`src/rtl/reorder_buffer.sv`:
```
// ---------------------------------------------------------------------------
// reorder_buffer
//   Circular reorder buffer for an out-of-order core. Instructions are
//   allocated in program order at the tail, completed out of order by the
//   common data bus (CDB), and retired in order from the head, one per cycle.
//   A retiring branch whose actual direction differs from its prediction
//   flushes the whole buffer and requests a pipeline rollback.
//
// Parameters
//   ROB_CAPACITY : number of entries (max 15). Slot i carries tag i+1, tag 0
//                  is the null tag.
//
// Configuration macro
//   ROB_CDB_BYPASS_EN : when defined, operand queries see a CDB broadcast for
//                       a busy tag in the same cycle. When undefined, queries
//                       reflect stored state only.
//
// Ports
//   clk, rst                : clock, asynchronous active-low reset
//   dec_*_in                : allocation request and operand-tag queries
//   next_tag_out            : tag the next issue receives
//   rob_full_out            : no free entry
//   Qj/Qk_ready/value_out   : result availability for the queried tags
//   cdb_*_in                : result broadcast (tag, value, branch outcome)
//   rob_commit_*_out        : registered one-cycle commit pulse and payload
//   rob_rollback_*_out      : registered flush request and restart pc
// ---------------------------------------------------------------------------
module reorder_buffer #(
    parameter int ROB_CAPACITY = 15
) (
    input  logic        clk,
    input  logic        rst,
    input  logic        dec_issue_in,
    input  logic [31:0] dec_pc_in,
    input  logic [4:0]  dec_rd_in,
    input  logic        dec_has_rd_in,
    input  logic        dec_is_store_in,
    input  logic        dec_is_branch_in,
    input  logic        dec_pred_taken_in,
    input  logic [3:0]  dec_Qj_in,
    input  logic [3:0]  dec_Qk_in,
    output logic [3:0]  next_tag_out,
    output logic        rob_full_out,
    output logic        Qj_ready_out,
    output logic        Qk_ready_out,
    output logic [31:0] Qj_value_out,
    output logic [31:0] Qk_value_out,
    input  logic        cdb_valid_in,
    input  logic [3:0]  cdb_tag_in,
    input  logic [31:0] cdb_value_in,
    input  logic        cdb_taken_in,
    input  logic [31:0] cdb_target_in,
    output logic        rob_commit_signal_out,
    output logic        rob_commit_rf_signal_out,
    output logic [31:0] rob_commit_pc_out,
    output logic [3:0]  rob_commit_tag_out,
    output logic [31:0] rob_commit_data_out,
    output logic [4:0]  rob_commit_target_out,
    output logic        rob_commit_store_out,
    output logic        rob_rollback_out,
    output logic [31:0] rob_rollback_pc_out
);

    localparam logic [3:0] CAP_W    = 4'(ROB_CAPACITY);
    localparam logic [3:0] LAST_IDX = 4'(ROB_CAPACITY - 1);

    typedef struct packed {
        logic        busy;
        logic        ready;
        logic [31:0] pc;
        logic [4:0]  rd;
        logic        has_rd;
        logic        is_store;
        logic        is_branch;
        logic        pred_taken;
        logic [31:0] value;
        logic        taken;
        logic [31:0] target;
    } entry_t;

    function automatic logic [3:0] wrap_inc(input logic [3:0] idx);
        if (idx == LAST_IDX) begin
            return 4'd0;
        end else begin
            return idx + 4'd1;
        end
    endfunction

    function automatic logic tag_in_range(input logic [3:0] tag);
        return (tag != 4'd0) && (tag <= CAP_W);
    endfunction

    // Stored-state lookup: {ready, value}; unknown or idle tags read as zero.
    function automatic logic [32:0] stored_lookup(input logic [3:0] tag, input entry_t e);
        if (tag_in_range(tag) && e.busy) begin
            return {e.ready, e.value};
        end else begin
            return {1'b0, 32'd0};
        end
    endfunction

    entry_t      ent_q [ROB_CAPACITY];
    entry_t      ent_d [ROB_CAPACITY];
    logic [3:0]  head_q, head_d, tail_q, tail_d, count_q, count_d;

    logic        commit_sig_q, commit_sig_d, commit_rf_q, commit_rf_d;
    logic [31:0] commit_pc_q, commit_pc_d, commit_data_q, commit_data_d;
    logic [3:0]  commit_tag_q, commit_tag_d;
    logic [4:0]  commit_target_q, commit_target_d;
    logic        commit_store_q, commit_store_d, rollback_q, rollback_d;
    logic [31:0] rollback_pc_q, rollback_pc_d;

    logic        full_s, commit_s, mispredict_s, issue_ok_s, cdb_hit_s;
    logic [3:0]  cdb_idx_s, qj_idx_s, qk_idx_s;
    entry_t      head_ent_s;

    assign full_s       = (count_q == CAP_W);
    assign head_ent_s   = ent_q[head_q];
    assign commit_s     = head_ent_s.busy && head_ent_s.ready;
    assign mispredict_s = commit_s && head_ent_s.is_branch &&
                          (head_ent_s.taken != head_ent_s.pred_taken);
    // A committing entry frees a slot, so a full buffer can still accept.
    assign issue_ok_s   = dec_issue_in && (!full_s || commit_s);
    assign cdb_idx_s    = tag_in_range(cdb_tag_in) ? (cdb_tag_in - 4'd1) : 4'd0;
    assign cdb_hit_s    = cdb_valid_in && tag_in_range(cdb_tag_in) && ent_q[cdb_idx_s].busy;
    assign qj_idx_s     = tag_in_range(dec_Qj_in) ? (dec_Qj_in - 4'd1) : 4'd0;
    assign qk_idx_s     = tag_in_range(dec_Qk_in) ? (dec_Qk_in - 4'd1) : 4'd0;

    assign next_tag_out = tail_q + 4'd1;
    assign rob_full_out = full_s;

    // Operand queries, optionally forwarding a same-cycle CDB broadcast.
    always_comb begin
        {Qj_ready_out, Qj_value_out} = stored_lookup(dec_Qj_in, ent_q[qj_idx_s]);
        {Qk_ready_out, Qk_value_out} = stored_lookup(dec_Qk_in, ent_q[qk_idx_s]);
`ifdef ROB_CDB_BYPASS_EN
        if (cdb_valid_in && tag_in_range(dec_Qj_in) && (cdb_tag_in == dec_Qj_in) && ent_q[qj_idx_s].busy) begin
            Qj_ready_out = 1'b1;
            Qj_value_out = cdb_value_in;
        end else begin
            Qj_ready_out = Qj_ready_out;
        end
        if (cdb_valid_in && tag_in_range(dec_Qk_in) && (cdb_tag_in == dec_Qk_in) && ent_q[qk_idx_s].busy) begin
            Qk_ready_out = 1'b1;
            Qk_value_out = cdb_value_in;
        end else begin
            Qk_ready_out = Qk_ready_out;
        end
`endif
    end

    // Next-state: CDB write, commit, issue, and mispredict flush.
    always_comb begin
        ent_d           = ent_q;
        head_d          = head_q;
        tail_d          = tail_q;
        count_d         = count_q;
        commit_sig_d    = 1'b0;
        commit_rf_d     = 1'b0;
        commit_pc_d     = 32'd0;
        commit_tag_d    = 4'd0;
        commit_data_d   = 32'd0;
        commit_target_d = 5'd0;
        commit_store_d  = 1'b0;
        rollback_d      = 1'b0;
        rollback_pc_d   = 32'd0;

        if (commit_s) begin
            commit_sig_d    = 1'b1;
            commit_rf_d     = head_ent_s.has_rd && (head_ent_s.rd != 5'd0);
            commit_pc_d     = head_ent_s.pc;
            commit_tag_d    = head_q + 4'd1;
            commit_data_d   = head_ent_s.value;
            commit_target_d = head_ent_s.rd;
            commit_store_d  = head_ent_s.is_store;
        end else begin
            commit_sig_d    = 1'b0;
        end

        if (mispredict_s) begin
            // Flush: same-cycle issue and CDB writes are dropped.
            rollback_d    = 1'b1;
            rollback_pc_d = head_ent_s.target;
            for (int i = 0; i < ROB_CAPACITY; i++) begin
                ent_d[i].busy  = 1'b0;
                ent_d[i].ready = 1'b0;
            end
            head_d  = 4'd0;
            tail_d  = 4'd0;
            count_d = 4'd0;
        end else begin
            if (cdb_hit_s) begin
                ent_d[cdb_idx_s].ready  = 1'b1;
                ent_d[cdb_idx_s].value  = cdb_value_in;
                ent_d[cdb_idx_s].taken  = cdb_taken_in;
                ent_d[cdb_idx_s].target = cdb_target_in;
            end else begin
                ent_d[cdb_idx_s].ready  = ent_q[cdb_idx_s].ready;
            end
            if (commit_s) begin
                ent_d[head_q].busy  = 1'b0;
                ent_d[head_q].ready = 1'b0;
                head_d = wrap_inc(head_q);
            end else begin
                head_d = head_q;
            end
            // Issue is applied last so a reused head slot gets the new entry.
            if (issue_ok_s) begin
                ent_d[tail_q] = '{busy: 1'b1, ready: 1'b0, pc: dec_pc_in, rd: dec_rd_in,
                                  has_rd: dec_has_rd_in, is_store: dec_is_store_in,
                                  is_branch: dec_is_branch_in, pred_taken: dec_pred_taken_in,
                                  value: 32'd0, taken: 1'b0, target: 32'd0};
                tail_d = wrap_inc(tail_q);
            end else begin
                tail_d = tail_q;
            end
            case ({issue_ok_s, commit_s})
                2'b10:   count_d = count_q + 4'd1;
                2'b01:   count_d = count_q - 4'd1;
                default: count_d = count_q;
            endcase
        end
    end

    // State and registered commit/rollback outputs.
    always_ff @(posedge clk or negedge rst) begin
        if (!rst) begin
            for (int i = 0; i < ROB_CAPACITY; i++) begin
                ent_q[i] <= '0;
            end
            head_q          <= 4'd0;
            tail_q          <= 4'd0;
            count_q         <= 4'd0;
            commit_sig_q    <= 1'b0;
            commit_rf_q     <= 1'b0;
            commit_pc_q     <= 32'd0;
            commit_tag_q    <= 4'd0;
            commit_data_q   <= 32'd0;
            commit_target_q <= 5'd0;
            commit_store_q  <= 1'b0;
            rollback_q      <= 1'b0;
            rollback_pc_q   <= 32'd0;
        end else begin
            ent_q           <= ent_d;
            head_q          <= head_d;
            tail_q          <= tail_d;
            count_q         <= count_d;
            commit_sig_q    <= commit_sig_d;
            commit_rf_q     <= commit_rf_d;
            commit_pc_q     <= commit_pc_d;
            commit_tag_q    <= commit_tag_d;
            commit_data_q   <= commit_data_d;
            commit_target_q <= commit_target_d;
            commit_store_q  <= commit_store_d;
            rollback_q      <= rollback_d;
            rollback_pc_q   <= rollback_pc_d;
        end
    end

    assign rob_commit_signal_out    = commit_sig_q;
    assign rob_commit_rf_signal_out = commit_rf_q;
    assign rob_commit_pc_out        = commit_pc_q;
    assign rob_commit_tag_out       = commit_tag_q;
    assign rob_commit_data_out      = commit_data_q;
    assign rob_commit_target_out    = commit_target_q;
    assign rob_commit_store_out     = commit_store_q;
    assign rob_rollback_out         = rollback_q;
    assign rob_rollback_pc_out      = rollback_pc_q;

endmodule

```
`config.mk`:
```
export PLATFORM = sky130hd
export DESIGN_NAME = reorder_buffer
export DESIGN_NICKNAME = d
export VERILOG_FILES = /design/src/rtl/reorder_buffer.sv
export SDC_FILE = /design/constraint.sdc
export NUM_CORES = 2
export LEC_CHECK = 0
export BUFFER_PORTS_ARGS = -buffer_cell sky130_fd_sc_hd__buf_2
export CORE_AREA = 10 10 443 445
export DETAILED_ROUTE_END_ITERATION = 10
export DIE_AREA = 0 0 453 455
export PLACE_DENSITY = 0.63
export SLEW_MARGIN = 20
export SYNTH_ARGS = -nofsm -noshare
export SYNTH_HDL_FRONTEND = slang
export SYNTH_SLANG_ARGS = --single-unit
export TNS_END_PERCENT = 30
```
`constraint.sdc`:
```
create_clock -name clk -period 3.8 [get_ports clk]
set_input_delay 0.38 -clock clk [delete_from_list [all_inputs] [get_ports clk]]
set_output_delay 0.38 -clock clk [all_outputs]
set_load 0.05 [all_outputs]
```
== Word-level counts from Yosys, hierarchy flattened ==
Cells that the tools add are included.

* Add/subtract/negate cells: 7
* Shift operators: 0
* Bitwise logic cells: 5
* Magnitude comparators: 11
* Equality and inequality tests: 6
* Multiply operators: 0
* Div/mod/pow operators: 0
* Reductions and logical operators: 24
* Multiplexer cells: 76

{| class="wikitable"
|+ Operators with widths
! kind !! count
|-
| 1620-bit bitwise mux || 8
|-
| 1620-bit 2-to-1 mux || 5
|-
| 108-bit demux with 4-bit select || 7
|-
| 108-bit binary-select mux with 4-bit select || 4
|-
| 108-bit 2-to-1 mux || 10
|-
| 107-bit 2-to-1 mux || 2
|-
| 32-bit 2-to-1 mux || 4
|-
| 33-bit 2-to-1 mux || 3
|-
| 65-bit 2-to-1 mux || 1
|-
| 4-bit 2-to-1 mux || 11
|-
| 2-bit 2-to-1 mux || 15
|-
| 5-bit >= comparator (second input constant) || 5
|-
| 4-bit inverter with 5-bit output || 5
|-
| 4-bit by 1-bit subtractor with 4-bit output (second input constant) || 4
|-
| 1-bit logical AND || 15
|-
| 5-bit by 1-bit < comparator with 1-bit output (second input constant) || 3
|-
| 4-bit by 1-bit adder with 4-bit output (second input constant) || 3
|-
| 4-bit == test (second input constant) || 3
|-
| 4-bit less-or-equal comparator (second input constant) || 3
|-
| 4-bit nonzero test || 3
|-
| 4-bit case mux with 2 select lines || 1
|-
| 5-bit 2-to-1 mux || 1
|-
| 5-bit nonzero test || 1
|-
| 1-bit 2-to-1 mux || 4
|-
| other kinds (7) || 8
|}

* Latch bits: 0
* Bits in registers: 1,741
* RAM bits: 0
* Output and inout port bits: 180
* Memory bits (read-only): 0
* Memories kept: 0
* Bits of input ports: 122

== Depth between registers and ports, before layout ==
* Depth after elaboration: 21
* Gate-level depth with buffers: 16
* Mapped depth without buffers: 12

== Worst setup path after synthesis ==
Ideal clock, no wire load.

* Path type: in2out
* Start point: input port dec_Qj_in[0]
* End point: output port Qj_ready_out
* Data arrival time: 4,163 ps
* Cell stages on the path: 11
* Path slack: -743 ps
* Cell sequence: inv_1 clkbuf_1 clkbuf_1 ha_1 or3b_2 nand2_1 clkbuf_1 buf_1 buf_1 nand3_1 a311oi_1

* Word-level cells in the longest chain between the ends: 9

{| class="wikitable"
|+ Ends and longest elaborated chain
! element !! RTL line !! text
|-
| start: declaration || 40 || <nowiki>input logic [3:0] dec_Qj_in,</nowiki>
|-
| 4-bit less-or-equal comparator / 4-bit nonzero test (equally long branches) || 90 || <nowiki>return (tag != 4'd0) && (tag <= CAP_W);</nowiki>
|-
| 1-bit logical AND || 90 ||
|-
| 4-bit 2-to-1 mux || 126 || <nowiki>assign qj_idx_s = tag_in_range(dec_Qj_in) ? (dec_Qj_in - 4'd1) : 4'd0;</nowiki>
|-
| 4-bit inverter with 5-bit output (implied by the code) || 134 || <nowiki>{Qj_ready_out, Qj_value_out} = stored_lookup(dec_Qj_in, ent_q[qj_idx_s]);</nowiki>
|-
| 108-bit binary-select mux with 4-bit select || 134 ||
|-
| 108-bit 2-to-1 mux (implied by the code) (2 in series) || 134 ||
|-
| 1-bit logical AND || 95 || <nowiki>if (tag_in_range(tag) && e.busy) begin</nowiki>
|-
| 33-bit 2-to-1 mux (*) || 95 ||
|-
| end: declaration || 44 || <nowiki>output logic Qj_ready_out,</nowiki>
|}

Mark *: on every way between the ends. The rest lies on a longest branch, timed or not. The select of a mux whose other input is x is not followed.

== Worst setup path after layout ==
* Start point: input port dec_Qj_in[0]
* End point: output port Qj_value_out[0]

* Word-level cells in the longest chain between the ends: 9

{| class="wikitable"
|+ Ends and longest elaborated chain
! element !! RTL line !! text
|-
| 4-bit less-or-equal comparator / 4-bit nonzero test (equally long branches) || 90 ||
|-
| 1-bit logical AND || 90 ||
|-
| 4-bit 2-to-1 mux || 126 ||
|-
| 4-bit inverter with 5-bit output (implied by the code) || 134 ||
|-
| 108-bit binary-select mux with 4-bit select || 134 ||
|-
| 108-bit 2-to-1 mux (implied by the code) (2 in series) || 134 ||
|-
| 1-bit logical AND || 95 ||
|-
| 33-bit 2-to-1 mux (*) || 95 ||
|-
| end: declaration || 46 || <nowiki>output logic [31:0] Qj_value_out,</nowiki>
|}

Marks and branches as above.

==> flow_summary.ini <==
[timing]
period_share_pct = 103
setup_violations = 3
slew_violations = 0
fin_ws_ps = -103
clock_skew_ps = 68.4
whs_ps = 112
worst_pin_slew_ps = 1280
hold_viol = 0
rsz0062_at_grt = true
period_minus_slack_ps = 3900
max_freq_ghz = 0.256
max_slew_margin_pct = 14.6

[synthesis]
syn_nets = 9233
ys_seq_elements = 1741
yosysWarningCount = 0
synth_area_um2 = 93000
synth_async_sr_flop_share_pct = 100
syn_area_per_cell_um2 = 10.2
syn-instance-count = 9092
synth_ff_type = dfrtp_1
synth_edf_count = 0
synth_seq_area_share_pct = 46.9
synth.distinct_cells = 65

[place]
gp_congestion = 0.924
hpwl_um = 214000
place.port_buffers = 301

[detailed_routing]
viasPerCell = 7.05
drtIter0Drc = 12274
drt_wl_total_um = 373000
drc_errors = 0
wl_per_cell_um = 32.0
dr.pass1.iters = 10
final_antenna_net_count = 0
vias = 82296

[floorplan]
die_h_um = 455
ios = 302
num_rows = 159
die-area_um2 = 206000
die_w_um = 453
core_region_area_um2 = 187000
start_util_pct = 49.7

[critical_path]
required_ps = 3420
critPathBufInv = 4
critical_path.cell_chain = buf_2, inv_1, ha_1, or3b_2, nand2_4, buf_12, a211oi_1, a311oi_1, o21ai_0, a21oi_2, buf_2
slowest_delay_ps = 570
cpLargestDelayFamily = compound AO/OA/AOI/OAI gates
cp_max_fo = 64
cpMostUsedCell = buf_2
endpoint_kind = output pin
critical_path.slowest_cell = or3b_2
start_kind = primary input
crit_type = in2out
arrival_ps = 3520

[clock_tree]
cts_setup_buffers = 0
insertion_delay_ps = 880
cts_tree = built
cts_buffers = 190
clockBufferDepth = 3
clockRootBuffer = clkbuf_16
htreeDepth = 4
cts_sinks = 1741
path_clk_slew_ps = 60

[power]
leakagePower_nw = 43.4
powerDensity_nw_per_um2 = 803
irDropWorstVdd_uv = 828

[grt]
grt_max_degree = 177
grtUsageTotal_pct = 35.1
antenna_found_initial = 43
grt_pass1_vias = 81944
grt_pass1_wl_um = 551000
grt_overflow_total = 0

[outcome]
violations = setup timing
outcome = finished with violations

[flow_run]
maxCapViolations = 0

[final_layout]
nNetsFinal = 9128
final_common_cell = dfrtp_1
post-route-util_pct = 57.4
synthToLayoutAreaGrowth_pct = 15.6
final_cell_mix = 1737 x dfrtp_1, 1084 x o21ai_0, 1038 x a21oi_1
fillers = 15553
drive_gt1_share_pct = 23.3

[hold_path]
hp-class = in2reg
[final cells by class]
type	count	area [um2]	share of cell area, %
clock inverters	70	1060	0.982
inverters	31	131	0.122
repair buffers	794	7890	7.34
diodes	23	57.6	0.0535
clock buffers	282	5640	5.25
well taps	2495	3120	2.90
flip-flops and latches	1741	43600	40.5
multi-input cells	6229	46000	42.8
[report_power, final]
part / leakage, nW / internal [mW] / switching [mW]
Combinational: 17.3 / 15.1 / 20.1
Clock: 3.30 / 11.7 / 8.24
Sequential: 22.8 / 26.0 / 5.25
[worst register-to-register path, delay by kind of cell, from the launching register on]
kind | cells | cell delay [ps]
compound gates | 2 | 410
mux | 2 | 980
xor+xnor | 1 | 130
simple gates | 2 | 640
buf+inv | 3 | 850
flops | 1 | 610
[per-stage QoR]
stage | total power, mW | cell area [um2] | TNS, ps | setup slack, ps | instances
4_1_cts | 85.6 | 107000 | 0 | 21.2 | 11639
5_1_grt | 90.1 | 107000 | -689 | -74.1 | 11650
2_1_floorplan | 53.8 | 93500 | -3050 | -191 | 9092
3_5_place_dp | 65.5 | 99500 | 0 | 21.8 | 11180
6_report | 86.3 | 107000 | -143 | -103 | 11665
3_3_place_gp | 64.4 | 99500 | 0 | 55.2 | 11180
[flip-flops by register name, summed over array words and instances, names as in the netlist]
register                  cells
rob_commit_pc_out            32
rob_commit_store_out          1
rob_commit_tag_out            4
rob_rollback_out              1
rob_rollback_pc_out          32
rob_commit_data_out          32
head_q                        4
tail_q                        4
rob_commit_rf_signal_out      1
ent_q                      1620
rob_commit_signal_out         1
rob_commit_target_out         5
count_q                       4
[path summary, 6_finish.rpt]
path	from	end	slack, ps	cells past startpoint
max	dec_Qj_in[0]	Qj_value_out[0]	-100	11
min	dec_issue_in	count_q[0]	110	4
max reg2reg	head_q[0]	ent_q[731]	100	10
min reg2reg	ent_q[406]	ent_q[406]	480	1
max in group asynchronous	rst	ent_q[1253]	2260	3
min in group asynchronous	rst	ent_q[698]	160	2
[synthesized netlist by cell type (all sizes together), types with 96 or more instances]
master  instances  share of area (%)
a211oi        250                2.0
a21oi        1070                5.8
a31oi          96               0.65
and2          115               0.77
buf           366                1.7
clkbuf        725                2.9
dfrtp        1741                 47
mux2          619                7.5
mux2i         131                1.4
mux4          433                 10
nand2         635                2.6
nand3        1016                5.5
nor2b         183                1.2
o21ai        1170                6.3
[metal layers]
layer / vias to the layer above / GRT usage, % / part of all wire [%]
met5: - / 0 / 0.073
met4: 40 / 18.6 / 5.8
met3: 1503 / 11.5 / 13
met2: 6058 / 52.2 / 44
met1: 41339 / 45.8 / 37
li1: 33356 / - / -
[timing repair]
item	4_1_cts	5_1_grt
hold endpoints to repair	1653	0
hold buffers	107	0
gates resized for setup	0	27
endpoints found under the setup margin	0	466
[cells by family (layout without fill, tap and decap cells)]
kind of cell | count (synthesis) | in the layout | share of synthesized area [%]
adders and majority gates | 19 | 19 | 0.264
buffers and inverters | 1122 | 1177 | 4.74
muxes | 1183 | 1183 | 19.4
DFF | 1741 | 1741 | 46.9
and+or+nand+nor | 2123 | 2123 | 11.1
other | 0 | 23 | 0
xor gates and xnor gates | 9 | 9 | 0.0848
AOI/OAI and AO/OA | 2895 | 2895 | 17.6
Note: power is estimated with default switching activity, not from simulation.
